<file path="src/rtl/spi_cmd_seq.sv">
// spi_cmd_seq: loadable table of SPI command frames played out in order to an
// SPI master through a start/busy/finished handshake. Supports a power-up
// auto-start delay, an inter-frame gap, optional loop mode and abort.
module spi_cmd_seq #(
    parameter int unsigned DATA_W     = 64,
    parameter int unsigned BYTE_W     = 3,
    parameter int unsigned DEPTH      = 8,
    parameter int unsigned INIT_WAIT  = 50,
    parameter int unsigned AUTO_START = 1,
    parameter int unsigned GAP_CYC    = 4,
    parameter int unsigned LOOP_EN    = 0,
    localparam int unsigned AW        = $clog2(DEPTH)
) (
    input  logic              clk,
    input  logic              rst_n,
    input  logic              cfg_we,
    input  logic [AW-1:0]     cfg_addr,
    input  logic [DATA_W-1:0] cfg_data,
    input  logic [BYTE_W-1:0] cfg_bytes,
    input  logic [AW:0]       seq_len,
    input  logic              run,
    input  logic              abort,
    input  logic              spi_busy,
    input  logic              spi_finished,
    output logic              spi_start,
    output logic [DATA_W-1:0] spi_data,
    output logic [BYTE_W-1:0] spi_bytes,
    output logic              seq_busy,
    output logic              seq_done,
    output logic [AW-1:0]     seq_idx
);

    typedef enum logic [2:0] {
        S_INIT,
        S_IDLE,
        S_ISSUE,
        S_WAIT,
        S_GAP
    } state_t;

    // One counter serves both the power-up wait and the inter-frame gap.
    localparam int unsigned CNT_MAX = (INIT_WAIT > GAP_CYC) ? INIT_WAIT : GAP_CYC;
    localparam int unsigned CW      = (CNT_MAX < 2) ? 1 : $clog2(CNT_MAX + 1);
    localparam logic [CW-1:0] INIT_LAST = CW'((INIT_WAIT == 0) ? 0 : INIT_WAIT - 1);
    localparam logic [CW-1:0] GAP_LAST  = CW'((GAP_CYC == 0) ? 0 : GAP_CYC - 1);
    localparam logic [AW:0]   DEPTH_L   = (AW + 1)'(DEPTH);
    localparam state_t        RESET_ST  = (AUTO_START != 0) ? S_INIT : S_IDLE;

    logic [DATA_W-1:0] tbl_data_q  [DEPTH];
    logic [BYTE_W-1:0] tbl_bytes_q [DEPTH];

    state_t            state_q, state_d;
    logic [CW-1:0]     cnt_q, cnt_d;
    logic [AW-1:0]     idx_q, idx_d;
    logic [AW:0]       len_q, len_d;
    logic              busy_q, busy_d;
    logic              start_q, start_d;
    logic              done_q, done_d;
    logic [DATA_W-1:0] data_q, data_d;
    logic [BYTE_W-1:0] bytes_q, bytes_d;

    logic              tbl_we;
    logic [AW:0]       run_len;
    logic              frame_last;
    logic              go;

    assign tbl_we     = cfg_we && !busy_q;
    assign run_len    = (seq_len > DEPTH_L) ? DEPTH_L : seq_len;
    assign frame_last = ({1'b0, idx_q} == (len_q - (AW + 1)'(1)));

    // Command table: writable only while no sequence is in progress.
    always_ff @(posedge clk or negedge rst_n) begin
        if (!rst_n) begin
            for (int unsigned i = 0; i < DEPTH; i++) begin
                tbl_data_q[i]  <= '0;
                tbl_bytes_q[i] <= '0;
            end
        end else if (tbl_we) begin
            tbl_data_q[cfg_addr]  <= cfg_data;
            tbl_bytes_q[cfg_addr] <= cfg_bytes;
        end
    end

    // Sequencer state and registered outputs.
    always_ff @(posedge clk or negedge rst_n) begin
        if (!rst_n) begin
            state_q <= RESET_ST;
            cnt_q   <= '0;
            idx_q   <= '0;
            len_q   <= '0;
            busy_q  <= 1'b0;
            start_q <= 1'b0;
            done_q  <= 1'b0;
            data_q  <= '0;
            bytes_q <= '0;
        end else begin
            state_q <= state_d;
            cnt_q   <= cnt_d;
            idx_q   <= idx_d;
            len_q   <= len_d;
            busy_q  <= busy_d;
            start_q <= start_d;
            done_q  <= done_d;
            data_q  <= data_d;
            bytes_q <= bytes_d;
        end
    end

    // Next-state logic; the frame word is reloaded whenever the index moves so
    // it stays stable from ISSUE entry until the frame finishes.
    always_comb begin
        state_d = state_q;
        cnt_d   = cnt_q;
        idx_d   = idx_q;
        len_d   = len_q;
        busy_d  = busy_q;
        start_d = 1'b0;
        done_d  = 1'b0;
        go      = 1'b0;

        if (abort) begin
            state_d = S_IDLE;
            busy_d  = 1'b0;
            idx_d   = '0;
            cnt_d   = '0;
        end else begin
            unique case (state_q)
                S_INIT: begin
                    if (cnt_q >= INIT_LAST) go = 1'b1;
                    else                    cnt_d = cnt_q + CW'(1);
                end
                S_IDLE: begin
                    if (run) go = 1'b1;
                end
                S_ISSUE: begin
                    if (!spi_busy) begin
                        start_d = 1'b1;
                        state_d = S_WAIT;
                    end
                end
                S_WAIT: begin
                    if (spi_finished) begin
                        cnt_d = '0;
                        if (frame_last && (LOOP_EN == 0)) begin
                            done_d  = 1'b1;
                            busy_d  = 1'b0;
                            state_d = S_IDLE;
                        end else begin
                            if (frame_last) begin
                                done_d = 1'b1;
                                idx_d  = '0;
                            end else begin
                                idx_d  = idx_q + AW'(1);
                            end
                            state_d = (GAP_CYC == 0) ? S_ISSUE : S_GAP;
                        end
                    end
                end
                S_GAP: begin
                    if (cnt_q >= GAP_LAST) begin
                        cnt_d   = '0;
                        state_d = S_ISSUE;
                    end else begin
                        cnt_d   = cnt_q + CW'(1);
                    end
                end
                default: state_d = S_IDLE;
            endcase

            // Auto-start completion behaves exactly like a run sampled in IDLE.
            if (go) begin
                len_d = run_len;
                idx_d = '0;
                cnt_d = '0;
                if (run_len == '0) begin
                    done_d  = 1'b1;
                    state_d = S_IDLE;
                end else begin
                    busy_d  = 1'b1;
                    state_d = S_ISSUE;
                end
            end
        end

        data_d  = data_q;
        bytes_d = bytes_q;
        if (!abort && (go || (idx_d != idx_q) || (state_q == S_WAIT && spi_finished
                                                  && busy_d))) begin
            data_d  = tbl_data_q[idx_d];
            bytes_d = tbl_bytes_q[idx_d];
        end
    end

    assign spi_start = start_q;
    assign spi_data  = data_q;
    assign spi_bytes = bytes_q;
    assign seq_busy  = busy_q;
    assign seq_done  = done_q;
    assign seq_idx   = idx_q;

endmodule
</file>
<file path="config.mk">
export PLATFORM = sky130hd
export DESIGN_NAME = spi_cmd_seq
export DESIGN_NICKNAME = d
export VERILOG_FILES = /design/src/rtl/spi_cmd_seq.sv
export SDC_FILE = /design/constraint.sdc
export NUM_CORES = 1
export LEC_CHECK = 0
export ABC_AREA = 0
export CORE_AREA = 2 2 229 276
export CTS_BUF_LIST = sky130_fd_sc_hd__clkbuf_16
export CTS_CLUSTER_DIAMETER = 120
export CTS_CLUSTER_SIZE = 28
export DETAILED_ROUTE_END_ITERATION = 16
export DIE_AREA = 0 0 231 278
export RECOVER_POWER = 50
export SLEW_MARGIN = 5
export SYNTH_ARGS = -nofsm -noshare
export SYNTH_HDL_FRONTEND = slang
export SYNTH_SLANG_ARGS = --single-unit
export TNS_END_PERCENT = 5
</file>
<file path="constraint.sdc">
create_clock -name clk -period 3.1 [get_ports clk]
set_input_delay 0.775 -clock clk [delete_from_list [all_inputs] [get_ports clk]]
set_output_delay 0.775 -clock clk [all_outputs]
set_load 0.02 [all_outputs]
</file>
# Word level (Yosys, flattened, before mapping)
# Cells that the tools add are included.
dict set report word_totals {
  register_bits 622
  in_bits 81
  out_inout_bits 73
  word_cells 116
}
dict set report classes {
  add_sub_neg 3
  n_lt_le_gt_ge 6
  eq_ne 11
  n_mux 52
  n_bitwise 3
  reduce_logical 16
}
# operator n
set op_table {}
lappend op_table {{512-bit bitwise mux} 1}
lappend op_table {{64-bit binary-select mux with 3-bit select} 1}
lappend op_table {{64-bit demux with 3-bit select} 1}
lappend op_table {{64-bit 2-to-1 mux} 3}
lappend op_table {{3-bit 2-to-1 mux} 14}
lappend op_table {{6-bit 2-to-1 mux} 5}
lappend op_table {{24-bit bitwise mux} 1}
lappend op_table {{1-bit 2-to-1 mux} 19}
lappend op_table {{6-bit one-hot mux with 3 select lines} 1}
lappend op_table {{4-bit inequality test, second input constant} 4}
lappend op_table {{3-bit one-hot mux with 4 select lines} 1}
lappend op_table {{3-bit binary-select mux with 3-bit select} 1}
lappend op_table {{3-bit demux with 3-bit select} 1}
lappend op_table {{4-bit >= comparator, second input constant} 2}
lappend op_table {{3-bit inverter with 4-bit output} 2}
lappend op_table {{6-bit by 1-bit adder with 6-bit output, second input constant} 1}
lappend op_table {{3-bit by 2-bit == test with 1-bit output, second input constant} 2}
lappend op_table {{6-bit by 2-bit >= comparator with 1-bit output, second input constant} 1}
lappend op_table {{6-bit >= comparator, second input constant} 1}
lappend op_table {{1-bit logical AND} 5}
lappend op_table {{5-bit nonzero test} 1}
lappend op_table {{3-bit by 4-bit == test with 1-bit output} 1}
lappend op_table {{4-bit > comparator, second input constant} 1}
lappend op_table {{4-bit logical NOT} 1}
lappend op_table {{other kinds (18)} 20}

# Longest topological paths before layout
dict set report logic_depth {
  word_depth 11
  ltp_mapped 13
  ltp_nobuf 10
}

# Worst setup path after synthesis
# Ideal clock, no wire load.
dict set report synth_timing {
  path_type {flip-flop to flip-flop}
  from {reg len_q[0]}
  to {reg data_q[29] (netlist: spi_data[29])}
  setup_ns 0.139
  arrival_time_ns 2.744
  t_required_ns 2.961
  setup_slack_ns 0.217
  path_stages_with_launch 14
  path_buffers 3
  synth_period_minus_slack_ns 2.883
  cell_sequence {dfrtp_1 inv_1 ha_1 xnor3_1 and3_1 buf_6 mux2i_2 o21ai_2 inv_2 buf_2 clkbuf_1 nand2_1 a21oi_1 or4_1}
}
dict set report synth_via {
  elab_chain_cells 11
  word_cells_on_any_way 22
  cone_classes {add/sub (1); eq/ne (2); mux (14); bitwise (1); reduce/logical (4)}
}
# item line_no
set synth_rtl {}
lappend synth_rtl {{from (decl)} 55} ;# logic [AW:0] len_q, len_d;
lappend synth_rtl {{from (signal assigned)} 100} ;# len_q <= len_d;
lappend synth_rtl {{4-bit by 1-bit subtractor with 4-bit output (*)} 69} ;# assign frame_last = ({1'b0, idx_q} == (len_q - (AW + 1)'(1)));
lappend synth_rtl {{3-bit by 4-bit == test with 1-bit output (*)} 69}
lappend synth_rtl {{3-bit 2-to-1 mux or 1-bit 2-to-1 mux (tied branches)} 144} ;# if (frame_last && (LOOP_EN == 0)) begin
lappend synth_rtl {{3-bit 2-to-1 mux or 1-bit 2-to-1 mux (tied branches)} 142} ;# if (spi_finished) begin
lappend synth_rtl {{3-bit 2-to-1 mux or 1-bit 2-to-1 mux (tied branches)} 127} ;# unique case (state_q)
lappend synth_rtl {{3-bit 2-to-1 mux or 1-bit 2-to-1 mux (tied branches)} {171, 175}}
lappend synth_rtl {{3-bit 2-to-1 mux or 1-bit 2-to-1 mux (tied branches)} {121, 171}}
lappend synth_rtl {{3-bit inverter with 4-bit output (implied by the code), or another cell as far along} 189} ;# data_d = tbl_data_q[idx_d];
lappend synth_rtl {{64-bit binary-select mux with 3-bit select, or another cell as far along} 189}
lappend synth_rtl {{64-bit 2-to-1 mux (implied by the code) or 1-bit logical OR (tied branches)} {189, 187}}
lappend synth_rtl {{64-bit 2-to-1 mux (implied by the code) or 1-bit logical AND (tied branches)} {189, 187}}
lappend synth_rtl {{to (signal assigned)} 104} ;# data_q <= data_d;
lappend synth_rtl {{to (decl)} 59} ;# logic [DATA_W-1:0] data_q, data_d;
# Every way passes the cells marked *; elsewhere a longest branch is shown, timed or not. The select of a mux whose other input is x is not followed.
# A chain may end at the register's enable or synchronous reset.

# Final worst setup path
dict set report layout_timing {
  from {reg len_q[0]}
  to {reg data_q[12] (netlist: spi_data[12])}
}
# The elaborated chain is that of the path after synthesis.

==> impl_metrics.env <==
export IMPL_status="finished with violations"
export IMPL_violations="max-capacitance violations, max-slew violations"
export IMPL_clock_skew_final_ns=0.0401
export IMPL_root_buffer="clkbuf_16"
export IMPL_ys_ff_latch=622
export IMPL_fp_dieH_microns=278
export IMPL_gp_congestion=0.804
export IMPL_slew_headroom_pct=-16.3
export IMPL_grt_max_degree=86
export IMPL_cts_buffer_depth=3
export IMPL_cp_arrival_ns=3.50
export IMPL_synth_nets=2359
export IMPL_max_cap_violations=1
export IMPL_cts_made_buffers=26
export IMPL_track_usage_pct=22.5
export IMPL_maxSlewViolCount=54
export IMPL_hp_class="flip-flop to flip-flop"
export IMPL_cts_hold_buf=0
export IMPL_path_max_fanout=7
export IMPL_dr_pass1_iters=5
export IMPL_p_int_uw=17300
export IMPL_final_util_pct=51.3
export IMPL_swShare_pct=32.5
export IMPL_leakage_uw=0.0141
export IMPL_hold_viol=0
export IMPL_r2r_start="len_q[0]"
export IMPL_combPwrFrac_pct=34.3
export IMPL_synthesis_area_sq_um=27400
export IMPL_p_per_area_nw_per_um2=811
export IMPL_tightest_slew_ns=1.74
export IMPL_stdcell_count=3247
export IMPL_switchingPower_uw=8320
export IMPL_avgSynthCellArea_sq_um=12.1
export IMPL_min_to="tbl_data_q[247]"
export IMPL_ant_nets=0
export IMPL_clock_latency_ns=0.61
export IMPL_io_buffers=153
export IMPL_wl_microns=72300
export IMPL_start_util_pct=44.5
export IMPL_r2r_cells=10
export IMPL_drive_gt1_share_pct=28.7
export IMPL_path_clk_slew_ns=0.11
export IMPL_critPathKind="flip-flop to flip-flop"
export IMPL_final_common_cell="dfrtp_1"
export IMPL_pre_cts_ws_ns=-0.284
export IMPL_period_needed_ns=3.03
export IMPL_htree_levels=1
export IMPL_required_ns=3.57
export IMPL_finalPower_uw=25600
export IMPL_setup_viol=0
export IMPL_ios=154
export IMPL_mostFrequentLayoutCells="dfrtp_1, mux2_2, nand2_1"
export IMPL_fin_tns_setup_ns=0
export IMPL_ir_drop_mv=0.379
export IMPL_dp_cells=3204
export IMPL_cts_tree="built"
export IMPL_drt_iter0_markers=1491
export IMPL_vias=18200
export IMPL_grt_pass1_vias=19000
export IMPL_r2r_setup_slack_ns=0.07
export IMPL_grt_pass1_wl_microns=113000
export IMPL_yosysWarnings=0
export IMPL_clkPwrFrac_pct=16.0
export IMPL_via_per_inst=5.60
export IMPL_die_x_microns=231
export IMPL_worstReg2RegEnd="spi_data[12]"
export IMPL_coreArea_sq_um=61600
export IMPL_period_share_pct=97.7
export IMPL_drc_errors=0
export IMPL_max_clock_freq_ghz=0.330
export IMPL_ys_types=54
export IMPL_synth_ff_type="dfrtp_1"
export IMPL_area_delta_synth_final_pct=15.2
export IMPL_critPathCaptureType="flip-flop"
export IMPL_start_kind="flip-flop"
export IMPL_setup_slack_ns=0.0707
export IMPL_p_seq_share_pct=49.8
export IMPL_synthArstFlopShare_pct=100
export IMPL_overflow=0
export IMPL_syn_inst=2273
export IMPL_num_nets_final=2512
export IMPL_hpwlAfterDp_microns=44100
export IMPL_whs_path_depth=1
export IMPL_rows=100
export IMPL_seq_area_frac_synth_pct=56.8
export IMPL_cts_sinks=622
export IMPL_dieArea_sq_um=64200
export IMPL_antenna_found_initial=7
export IMPL_hp_start="tbl_data_q[247]"
export IMPL_synth_edf_count=0
export IMPL_wl_per_cell_microns=22.3
power by group through the flow:
stage | clock network [uW] | logic [uW] | registers (uW)
after floorplan | 0 | 5280 | 12800
after global placement | 0 | 8370 | 12800
after detailed placement | 0 | 8580 | 12900
after CTS | 4240 | 8680 | 12700
after global routing | 4510 | 9590 | 13100
final | 4090 | 8770 | 12700
final cells by class:
type | instances | area [sq um]
Tap cell | 816 | 1020
Antenna cell | 5 | 12.5
Sequential cell | 622 | 15600
Timing Repair Buffer | 272 | 2990
Inverter | 10 | 42.5
Multi-Input combinational cell | 1494 | 11200
Clock inverter | 1 | 30.0
Clock buffer | 27 | 676
Fill cell | 5440 | 30000
synth_stat cells, types with 2 or more instances:
cell type    n  area share (%)
mux2_2     537              22
a31oi_1      2           0.046
o21ai_0     65             1.2
buf_6        2           0.082
nand2b_1     4           0.091
mux2i_1     81             3.0
a211oi_1     2           0.055
o31ai_1      2           0.055
ha_1         5            0.23
buf_8        5            0.27
a221o_1     13            0.47
nand3_1     24            0.44
a221oi_1    13            0.42
o21bai_1     2           0.055
dfrtp_1    622              57
inv_1        9            0.12
nor2_1      15            0.21
buf_2       30            0.55
nand3b_1     7            0.19
clkbuf_1    97             1.3
nor3_1       2           0.037
nor3b_1      3           0.082
a21oi_1    195             3.6
nand2_1    435             6.0
or2_2        2           0.046
xor2_1       4            0.13
buf_1       13            0.18
or4_1       55             1.5
and3_1       2           0.046
repair_timing:
action                     CTS  global route
pin swaps                    1             6
hold endpoints to repair     0             0
buffers inserted             3             3
resized for setup            0            12
setup endpoints to repair   29            64
gates cloned                 0             4
worst max-delay path: stages, from the launching register on:
cell	delay, ns
dfrtp_1	0.40
buf_4	0.15
or4_4	0.53
and2_4	0.18
buf_4	0.14
a2bb2oi_1	0.15
a21o_4	0.26
nand2b_4	0.25
clkbuf_16	0.25
a21oi_1	0.05
or4_1	0.52
metrics by stage:
stage                     instance area [sq um]  hold slack, ns
after floorplan                           27400           0.479
after global placement                    30800           0.486
after detailed placement                  30800           0.493
after CTS                                 31600           0.125
after global routing                      31600           0.524
final                                     31600           0.513
worst max path at each step:
stage                      start            to  slack, ns  cells past startpoint
floorplan               len_q[0]  spi_data[29]       0.22                     13
global placement    spi_finished  spi_data[56]      -0.24                      9
detailed placement  spi_finished  spi_data[45]      -0.28                      9
CTS                     cnt_q[0]  spi_data[53]       0.03                      9
global route            len_q[1]  spi_data[51]      -0.02                     10
finish                  len_q[0]  spi_data[12]       0.07                     10
per-layer routing:
metal / part of all wire (%) / global-route usage, %
met1: 47 / 32.1
met3: 3.5 / 2.31
met2: 48 / 37.4
met5: 0.051 / 0
met4: 1.6 / 4.78
flip-flops by register name, indices dropped and copies added, names as in the netlist:
| name | count |
|---|---|
| state_q | 3 |
| seq_done | 1 |
| seq_idx | 3 |
| tbl_bytes_q | 24 |
| spi_bytes | 3 |
| cnt_q | 6 |
| spi_start | 1 |
| spi_data | 64 |
| tbl_data_q | 512 |
| len_q | 4 |
| seq_busy | 1 |
cells by family after synthesis:
logic type | after synthesis | share of synthesized area [%]
AO/OA/AOI/OAI | 303 | 6.18
XOR/XNOR | 5 | 0.210
adder cells (fa/ha/maj) | 5 | 0.228
buffers and inverters | 157 | 2.55
flip-flops | 622 | 56.8
multiplexers | 620 | 25.1
AND/OR/NAND/NOR | 561 | 8.94
No activity file was read; power rests on OpenSTA's default activity.
